File: src/rtl/square_motion_ctrl.sv
// Per-frame square position/size sequencer. Switches are captured once per frame.
// The new origin, size and directions are committed to the outputs together in one edge.
module square_motion_ctrl #(
  parameter int H_ACTIVE   = 640,
  parameter int V_ACTIVE   = 480,
  parameter int RESET_SIZE = 16
) (
  input  logic        clock,
  input  logic        resetn,
  input  logic        frame_start,
  input  logic [17:0] switches,
  output logic [9:0]  x_origin,
  output logic [9:0]  y_origin,
  output logic [9:0]  square_size,
  output logic        dir_x,
  output logic        dir_y,
  output logic        update_done
);
  typedef enum logic [2:0] {IDLE, LATCH, STEP_X, STEP_Y, COMMIT} state_t;

  localparam logic [10:0] HA = 11'(H_ACTIVE);
  localparam logic [10:0] VA = 11'(V_ACTIVE);
  localparam logic [9:0]  RS = 10'(RESET_SIZE);

  state_t      state_q;
  logic [3:0]  spd_x_q, spd_y_q;
  logic [9:0]  size_q;
  logic        recenter_q;
  logic [9:0]  wx_q, wy_q;
  logic        wdx_q, wdy_q;
  logic [9:0]  x_q, y_q, sq_q;
  logic        dx_q, dy_q, done_q;

  logic [9:0]  size_d, lim_x, lim_y;
  logic [10:0] x_d, y_d;

  // Returns {dir, pos}. Clamps first so a grown square never starts past its limit.
  function automatic logic [10:0] step_axis(input logic [9:0] pos, input logic [9:0] lim,
                                            input logic [3:0] s, input logic dir);
    logic [9:0]  p;
    logic [10:0] sum;
    logic [10:0] r;
    p   = (pos > lim) ? lim : pos;
    sum = {1'b0, p} + {7'd0, s};
    r   = {dir, p};
    if (s != 4'd0) begin
      if (dir) r = (sum >= {1'b0, lim}) ? {1'b0, lim} : {1'b1, sum[9:0]};
      else     r = (p <= {6'd0, s}) ? {1'b1, 10'd0} : {1'b0, p - {6'd0, s}};
    end
    return r;
  endfunction

  assign size_d = (switches[15:8] == 8'd0) ? 10'd1 : {2'b00, switches[15:8]};
  assign lim_x  = 10'(HA - {1'b0, size_q});
  assign lim_y  = 10'(VA - {1'b0, size_q});
  assign x_d    = recenter_q ? {1'b1, lim_x >> 1} : step_axis(wx_q, lim_x, spd_x_q, wdx_q);
  assign y_d    = recenter_q ? {1'b1, lim_y >> 1} : step_axis(wy_q, lim_y, spd_y_q, wdy_q);

  always_ff @(posedge clock or negedge resetn) begin
    if (!resetn) begin
      state_q    <= IDLE;
      spd_x_q    <= '0;
      spd_y_q    <= '0;
      size_q     <= RS;
      recenter_q <= 1'b0;
      wx_q       <= '0;
      wy_q       <= '0;
      wdx_q      <= 1'b1;
      wdy_q      <= 1'b1;
      x_q        <= '0;
      y_q        <= '0;
      sq_q       <= RS;
      dx_q       <= 1'b1;
      dy_q       <= 1'b1;
      done_q     <= 1'b0;
    end else begin
      done_q <= 1'b0;
      case (state_q)
        IDLE: if (frame_start && switches[16]) state_q <= LATCH;
        LATCH: begin
          spd_x_q    <= switches[3:0];
          spd_y_q    <= switches[7:4];
          size_q     <= size_d;
          recenter_q <= switches[17];
          wx_q       <= x_q;
          wy_q       <= y_q;
          wdx_q      <= dx_q;
          wdy_q      <= dy_q;
          state_q    <= STEP_X;
        end
        STEP_X: begin
          {wdx_q, wx_q} <= x_d;
          state_q       <= STEP_Y;
        end
        // Y result goes straight to the outputs so the commit lands on the edge into COMMIT.
        STEP_Y: begin
          {wdy_q, wy_q} <= y_d;
          x_q     <= wx_q;
          dx_q    <= wdx_q;
          y_q     <= y_d[9:0];
          dy_q    <= y_d[10];
          sq_q    <= size_q;
          done_q  <= 1'b1;
          state_q <= COMMIT;
        end
        COMMIT:  state_q <= IDLE;
        default: state_q <= IDLE;
      endcase
    end
  end

  assign x_origin    = x_q;
  assign y_origin    = y_q;
  assign square_size = sq_q;
  assign dir_x       = dx_q;
  assign dir_y       = dy_q;
  assign update_done = done_q;
endmodule

File: config.mk
export PLATFORM = sky130hd
export DESIGN_NAME = square_motion_ctrl
export DESIGN_NICKNAME = d
export VERILOG_FILES = /design/src/rtl/square_motion_ctrl.sv
export SDC_FILE = /design/constraint.sdc
export NUM_CORES = 1
export LEC_CHECK = 0
export ABC_AREA = 1
export CAP_MARGIN = 20
export CORE_ASPECT_RATIO = 2
export CORE_MARGIN = 4
export CORE_UTILIZATION = 58
export DETAILED_ROUTE_END_ITERATION = 8
export PLACE_DENSITY = 0.78
export SYNTH_ARGS = -nofsm -noshare
export SYNTH_HDL_FRONTEND = slang
export SYNTH_SLANG_ARGS = --single-unit
File: constraint.sdc
create_clock -name clock -period 6.5 [get_ports clock]
set_input_delay 1.3 -clock clock [delete_from_list [all_inputs] [get_ports clock]]
set_output_delay 1.3 -clock clock [all_outputs]
set_load 0.01 [all_outputs]
==> out/qor.csv, run 1 <==
metric,value,unit
place_congestion,0.982,
cts_made_buffers,9,
synthFlopType,dfrtp_1,
cp_data_arrival_time,6.47,ns
core,10500,um2
synth_seq_area_share,0.293,
drt_iter0_drc,430,
antenna_found_initial,0,
worstSetupEndpointType,flip-flop,
start_util,0.594,
hold_violations,0,
min_path_type,reg2reg,
worst-path-max-fanout,17,
synth_warnings,0,
cts.clk_slew.worst_paths,0.06,ns
drive_gt1_frac,0.137,
htree_levels,3,
die_w,81.5,um
critPathMaxStageDelay,0.41,ns
clock_sinks,73,
required,6.73,ns
finalMaxSlewViolations,0,
die_area,12600,um2
slowest_stage,dfrtp_1,
ys_types,53,
n_antenna_cell,0,
setup_viol,0,
fillerInstances,892,
fin_crit,6.24,ns
drcViolationCount,0,
fin_skew,0.00871,ns
io_buffers,51,
outcome,"finished, final reports clean",
clk_latency,0.34,ns
synth-async-reset-ratio,1.00,
crit_top_cell,nand2_1,
fin_area,7530,um2
grt_pass1_vias,6284,
ant_nets,0,
dieHeight,155,um
fin_crit_sh,0.959,
grt_overflow,0,
routed_via_density,5.69,
worst_slew_pin_slew,1.05,ns
wl_per_cell,18.2,um
place_hpwl,15500,um
clk_path_buf_depth,2,
placed_cell_area,6980,um2
maxCapViolCount,0,
path_class,reg2reg,
syn_inst,901,
row_count,53,
grt_max_degree,74,
grt_usage,0.334,
netlist_area,6260,um2
drt_wl_total,20200,um
vias,6324,
grt_pass1_wl,31500,um
synth_edf_count,0,
dr.pass1.iters,6,
syn_avg_cell_area,6.95,um2
io_pins,54,
cp-start-kind,flip-flop,
fin_nets,1051,
yosys_register_bits,73,
fmax,160,MHz
area_delta_synth_final,20.2,%
cts_tree,yes,
relSlewSlack,0.295,
cts_root_buf,clkbuf_16,
[worst max-delay path: cells and delay by family, from the launching register on]
| kind | cells | cell delay [ns] |
|---|---|---|
| AO/OA/AOI/OAI | 6 | 0.81 |
| XOR/XNOR | 1 | 0.19 |
| adder cells (fa/ha/maj) | 4 | 1.08 |
| buffers and inverters | 9 | 1.01 |
| flip-flops | 1 | 0.41 |
| AND/OR/NAND/NOR | 27 | 2.64 |
[Yosys cell counts, types with 5 or more instances]
cell / instances / area, um2
o21ai_2: 6 / 52.6
nor2_2: 5 / 31.3
dfstp_2: 6 / 158
buf_2: 5 / 25.0
xor2_1: 16 / 140
o21ai_0: 79 / 395
inv_2: 5 / 18.8
ha_1: 56 / 701
o211ai_1: 7 / 52.6
nand3_1: 48 / 240
nor4_1: 6 / 37.5
nand2_2: 10 / 62.6
a21oi_1: 38 / 190
or2_2: 5 / 31.3
nor2_1: 52 / 195
nand2_4: 6 / 67.6
nand4_1: 6 / 37.5
nand2_1: 264 / 991
o21bai_1: 5 / 37.5
clkbuf_1: 17 / 63.8
dfrtp_1: 67 / 1680
o21ai_1: 6 / 30.0
inv_1: 131 / 492
[logic make-up after synthesis]
| group | share of synthesized area |
|---|---|
| other | 0.000599 |
| and+or+nand+nor | 0.297 |
| buffers and inverters | 0.105 |
| adders and majority gates | 0.125 |
| AOI/OAI and AO/OA | 0.152 |
| xor gates and xnor gates | 0.0280 |
| DFF | 0.293 |
[layout by cell type, fill, tap and decap left out, types with 5 or more instances in the layout]
cell type and n:
nor2_4 5, nor2_2 8, nand4_1 6, or2_2 5, o21ai_2 10, nand2_4 8
o21ai_1 9, inv_2 6, nand2_1 263, inv_1 129, clkdlybuf4s50_1 50, a21oi_1 35
buf_4 33, dfstp_2 6, ha_1 53, o21ai_0 70, o21bai_1 5, nor2_1 46
dfrtp_1 67, xor2_1 14, o211ai_1 7, nor4_1 5, nand2_2 10, nand3_1 47
clkbuf_16 9
[final cells by class]
| cell class | count | area (um2) | area share |
|---|---|---|---|
| Inverter | 138 | 522 | 0.0693 |
| Timing Repair Buffer | 83 | 748 | 0.0994 |
| Multi-Input combinational cell | 665 | 3940 | 0.523 |
| Clock buffer | 10 | 239 | 0.0318 |
| Clock inverter | 6 | 72.6 | 0.00964 |
| Sequential cell | 73 | 1830 | 0.244 |
| Tap cell | 137 | 171 | 0.0228 |
[layer usage]
metal / vias to the layer above / part of all wire / wire length (um) / GRT usage
met3: 115 / 0.045 / 911 / 0.0632
met1: 2929 / 0.33 / 6600 / 0.322
met5: - / 0 / 0 / 0
met2: 249 / 0.54 / 10900 / 0.589
met4: 0 / 0.088 / 1770 / 0.271
li1: 3031 / - / - / -
[final timing paths]
path / from / slack (ns) / cells after the start / end
min in group asynchronous: resetn / 1.09 / 1 / square_size[3]
hold / removal: state_q[0] / 0.47 / 1 / state_q[0]
hold reg to reg: state_q[0] / 0.47 / 1 / state_q[0]
setup / recovery: size_q[1] / 0.26 / 47 / wy_q[0]
max in group asynchronous: resetn / 4.78 / 1 / update_done
setup reg to reg: size_q[1] / 0.26 / 47 / wy_q[0]
[metrics by stage]
stage               setup WS, ns  setup TNS (ns)  cells  hold WS, ns   util
finish                     0.265               0   1112        0.469  0.714
global route              -0.226           -2.30   1112        0.480  0.714
CTS                       0.0383               0   1100        0.463  0.692
detailed placement       -0.0979          -0.237   1084        0.453  0.662
global placement         -0.0808          -0.155   1084        0.449  0.662
floorplan                  0.503               0    902        0.428      -
[registers in the layout, summed over array words and instances (netlist names), 3 cells and up]
name / flops
square_size: 8
y_origin: 10
x_origin: 10
spd_x_q: 4
wx_q: 10
spd_y_q: 4
state_q: 3
wy_q: 10
size_q: 8
[timing repair]
action | 4_1_cts | 5_1_grt
gates resized for setup | 4 | 43
hold buffers | 0 | 0
setup endpoints to repair | 9 | 31
gates cloned | 0 | 1
pin swaps | 0 | 11
buffers inserted | 0 | 11
Power of run 1 is not shown: default switching activity piles up to over one toggle a cycle in this logic, so the estimate is an artifact.
==> inputs of run 2 (changes only) <==
--- a/config.mk
+++ b/config.mk
@@ -10,6 +10,7 @@
 export CORE_ASPECT_RATIO = 2
 export CORE_MARGIN = 4
 export CORE_UTILIZATION = 58
+export CTS_BUF_LIST = sky130_fd_sc_hd__clkbuf_16
 export DETAILED_ROUTE_END_ITERATION = 8
 export PLACE_DENSITY = 0.78
 export SYNTH_ARGS = -nofsm -noshare
==> out/qor.csv, run 2 (same netlist as run 1, synthesis figures left out) <==
metric,value,unit
outcome,"finished, final reports clean",
path_class,reg2reg,
grt_overflow,0,
required,6.73,ns
clock_sinks,73,
min_path_type,reg2reg,
grt_usage,0.334,
clk_path_buf_depth,2,
fmax,160,MHz
fin_crit_sh,0.961,
io_pins,54,
cts_made_buffers,9,
cts_tree,yes,
place_congestion,0.982,
die_w,81.5,um
die_area,12600,um2
layout_commonest_cell,nand2_1,
hold_path_startpoint,state_q[0],
final_cell_mix,"nand2_1, inv_1, o21ai_0",
fin_crit,6.24,ns
worstSetupEndpointType,flip-flop,
fin_skew,0.00926,ns
maxCapViolCount,0,
r2r_end,wy_q[0],
dieHeight,155,um
ant_nets,0,
vias,6315,
hold-path-cell-count,1,
cts_root_buf,clkbuf_16,
r2r_setup_slack,0.26,ns
dr.pass1.iters,5,
hold_end,state_q[0],
worst_slew_pin_slew,1.07,ns
grt_pass1_vias,6276,
drive_gt1_frac,0.136,
r2r_cells,47,
hold_violations,0,
start_util,0.594,
antenna_found_initial,0,
crit_top_cell,nand2_1,
grt_max_degree,74,
worst-path-max-fanout,17,
stdcell_count,1112,
cts_hold_buf,0,
cp_data_arrival_time,6.48,ns
wl_per_cell,18.2,um
fillerInstances,897,
place_hpwl,15500,um
area_delta_synth_final,20.0,%
relSlewSlack,0.284,
core,10500,um2
drcViolationCount,0,
grt_pass1_wl,31500,um
cp-start-kind,flip-flop,
drt_iter0_drc,453,
critPathMaxStageDelay,0.41,ns
dp_cells,1084,
routed_via_density,5.68,
rr_startpoint,size_q[1],
clk_latency,0.34,ns
setup_viol,0,
drt_wl_total,20300,um
row_count,53,
fin_setup_tns,0,ns
fin_nets,1051,
finalMaxSlewViolations,0,
htree_levels,3,
n_antenna_cell,0,
io_buffers,51,
cts.clk_slew.worst_paths,0.06,ns
slowest_stage,dfrtp_1,
run 2: worst max-delay path by stage:
stage               startpoint       to  slack (ns)  cells after the start
global placement     size_q[1]  wx_q[9]       -0.08                     39
global route         size_q[1]  wy_q[0]       -0.23                     47
floorplan            size_q[0]  wy_q[3]        0.50                     42
detailed placement   size_q[1]  wx_q[9]        -0.1                     39
finish               size_q[1]  wy_q[0]        0.26                     47
CTS                  size_q[1]  wx_q[9]        0.04                     40
run 2: per-stage QoR:
stage	setup slack (ns)	instance area, um2	utilization	hold WS [ns]
2_1_floorplan	0.503	6270	-	0.428
5_1_grt	-0.227	7520	0.713	0.480
3_5_place_dp	-0.0979	6980	0.662	0.453
6_report	0.256	7520	0.713	0.468
3_3_place_gp	-0.0808	6980	0.662	0.449
4_1_cts	0.0390	7290	0.691	0.463
run 2: timing repair:
action | 4_1_cts | 5_1_grt
buffers inserted | 0 | 11
setup endpoints to repair | 9 | 31
cloned | 0 | 1
resized for setup | 4 | 43
pin swaps | 0 | 11
run 2: metal layers:
metal | vias to the layer above | track usage | routed length, um
li1 | 3026 | - | -
met1 | 2909 | 0.322 | 6690
met2 | 259 | 0.588 | 10900
met3 | 121 | 0.0637 | 912
met4 | 0 | 0.270 | 1810
met5 | - | 0 | 0
run 2: worst max-delay path, delay by kind of cell (launching register included):
kind | cells | cell delay [ns]
simple gates | 30 | 3.01
buf+inv | 9 | 0.99
flops | 1 | 0.41
fa+ha+maj | 4 | 1.09
compound gates | 4 | 0.63
run 2: area by class of cell:
| class | count | area [um2] | area share |
|---|---|---|---|
| clock buffer | 9 | 225 | 0.0300 |
| tap | 137 | 171 | 0.0228 |
| clock inverter | 7 | 76.3 | 0.0102 |
| inverter | 138 | 522 | 0.0694 |
| multi-input combinational | 665 | 3940 | 0.524 |
| timing repair buffer | 83 | 748 | 0.0996 |
| sequential | 73 | 1830 | 0.244 |
Power of run 2 is left out for the same reason.
==> inputs of run 3 (changes only) <==
--- a/config.mk
+++ b/config.mk
@@ -13,6 +13,7 @@
 export CTS_BUF_LIST = sky130_fd_sc_hd__clkbuf_16
 export DETAILED_ROUTE_END_ITERATION = 8
 export PLACE_DENSITY = 0.78
+export SLEW_MARGIN = 30
 export SYNTH_ARGS = -nofsm -noshare
 export SYNTH_HDL_FRONTEND = slang
 export SYNTH_SLANG_ARGS = --single-unit
==> out/qor.csv, run 3 (same netlist as run 1, synthesis figures left out) <==
metric,value,unit
r2r_cells,47,
place_congestion,0.982,
fin_crit,6.38,ns
cts_made_buffers,9,
cp-start-kind,flip-flop,
hold_violations,0,
setup_viol,0,
die_w,81.5,um
fin_setup_tns,0,ns
dp_cells,1084,
drt_wl_total,20200,um
layout_commonest_cell,nand2_1,
vias,6284,
n_antenna_cell,0,
htree_levels,3,
rr_startpoint,size_q[1],
worstSetupEndpointType,flip-flop,
min_path_type,reg2reg,
hold_end,state_q[0],
clk_latency,0.34,ns
fin_crit_sh,0.982,
drt_iter0_drc,481,
stdcell_count,1112,
ant_nets,0,
antenna_found_initial,0,
clk_path_buf_depth,2,
grt_pass1_wl,31500,um
r2r_setup_slack,0.12,ns
maxCapViolCount,0,
fmax,157,MHz
fin_nets,1051,
dr.pass1.iters,5,
grt_pass1_vias,6276,
start_util,0.594,
crit_buf_inv,9,
io_buffers,51,
drive_gt1_frac,0.135,
dieHeight,155,um
relSlewSlack,0.458,
clock_sinks,73,
outcome,"finished, final reports clean",
die_area,12600,um2
grt_overflow,0,
core,10500,um2
slowest_stage,dfrtp_1,
critPathMaxStageDelay,0.41,ns
cp_data_arrival_time,6.62,ns
path_delay_family,simple AND/OR/NAND/NOR gates,
r2r_end,wy_q[0],
hold_path_startpoint,state_q[0],
cts_root_buf,clkbuf_16,
grt_usage,0.334,
fin_skew,0.00855,ns
drcViolationCount,0,
row_count,53,
worst_slew_pin_slew,0.812,ns
grt_max_degree,74,
cts.clk_slew.worst_paths,0.06,ns
io_pins,54,
area_delta_synth_final,20.1,%
final_cell_mix,"nand2_1, inv_1, o21ai_0",
worst-path-max-fanout,17,
wl_per_cell,18.2,um
place_hpwl,15500,um
finalMaxSlewViolations,0,
cts_tree,yes,
routed_via_density,5.65,
path_class,reg2reg,
crit_top_cell,nand2_1,
hold-path-cell-count,1,
required,6.73,ns
## run 3: repair_timing
| action | CTS | global route |
|---|---|---|
| gates cloned | 0 | 1 |
| resized for setup | 4 | 41 |
| hold buffers | 0 | 0 |
| buffers inserted | 0 | 11 |
| endpoints found under the setup margin | 9 | 31 |
| pin swaps | 0 | 9 |
## run 3: final cells by class
cell class	count	area [um2]
Timing Repair Buffer	83	752
Clock buffer	9	225
Tap cell	137	171
Sequential cell	73	1830
Clock inverter	7	76.3
Multi-Input combinational cell	665	3940
Inverter	138	522
Fill cell	899	3020
## run 3: metrics by stage
step / hold slack, ns / utilization / area, um2 / worst slack, ns
3_3_place_gp: 0.449 / 0.662 / 6980 / -0.0808
6_report: 0.468 / 0.714 / 7520 / 0.118
2_1_floorplan: 0.428 / - / 6270 / 0.503
4_1_cts: 0.463 / 0.691 / 7290 / 0.0390
3_5_place_dp: 0.453 / 0.662 / 6980 / -0.0979
5_1_grt: 0.480 / 0.714 / 7520 / -0.259
## run 3: how the worst max path moves through the flow
stage,start,endpoint,slack [ns],cells past startpoint
final,size_q[1],wy_q[0],0.12,47
after detailed placement,size_q[1],wx_q[9],-0.1,39
after global routing,size_q[1],wy_q[0],-0.26,47
after CTS,size_q[1],wx_q[9],0.04,40
after global placement,size_q[1],wx_q[9],-0.08,39
after floorplan,size_q[0],wy_q[3],0.50,42
## run 3: per-layer routing
metal	global-route usage	up-vias	routed length [um]	share of wire
met2	0.588	250	11000	0.54
met5	0	-	0	0
met3	0.0637	119	829	0.041
met1	0.322	2893	6650	0.33
met4	0.270	0	1790	0.089
li1	-	3022	-	-
Power of run 3 is left out for the same reason.
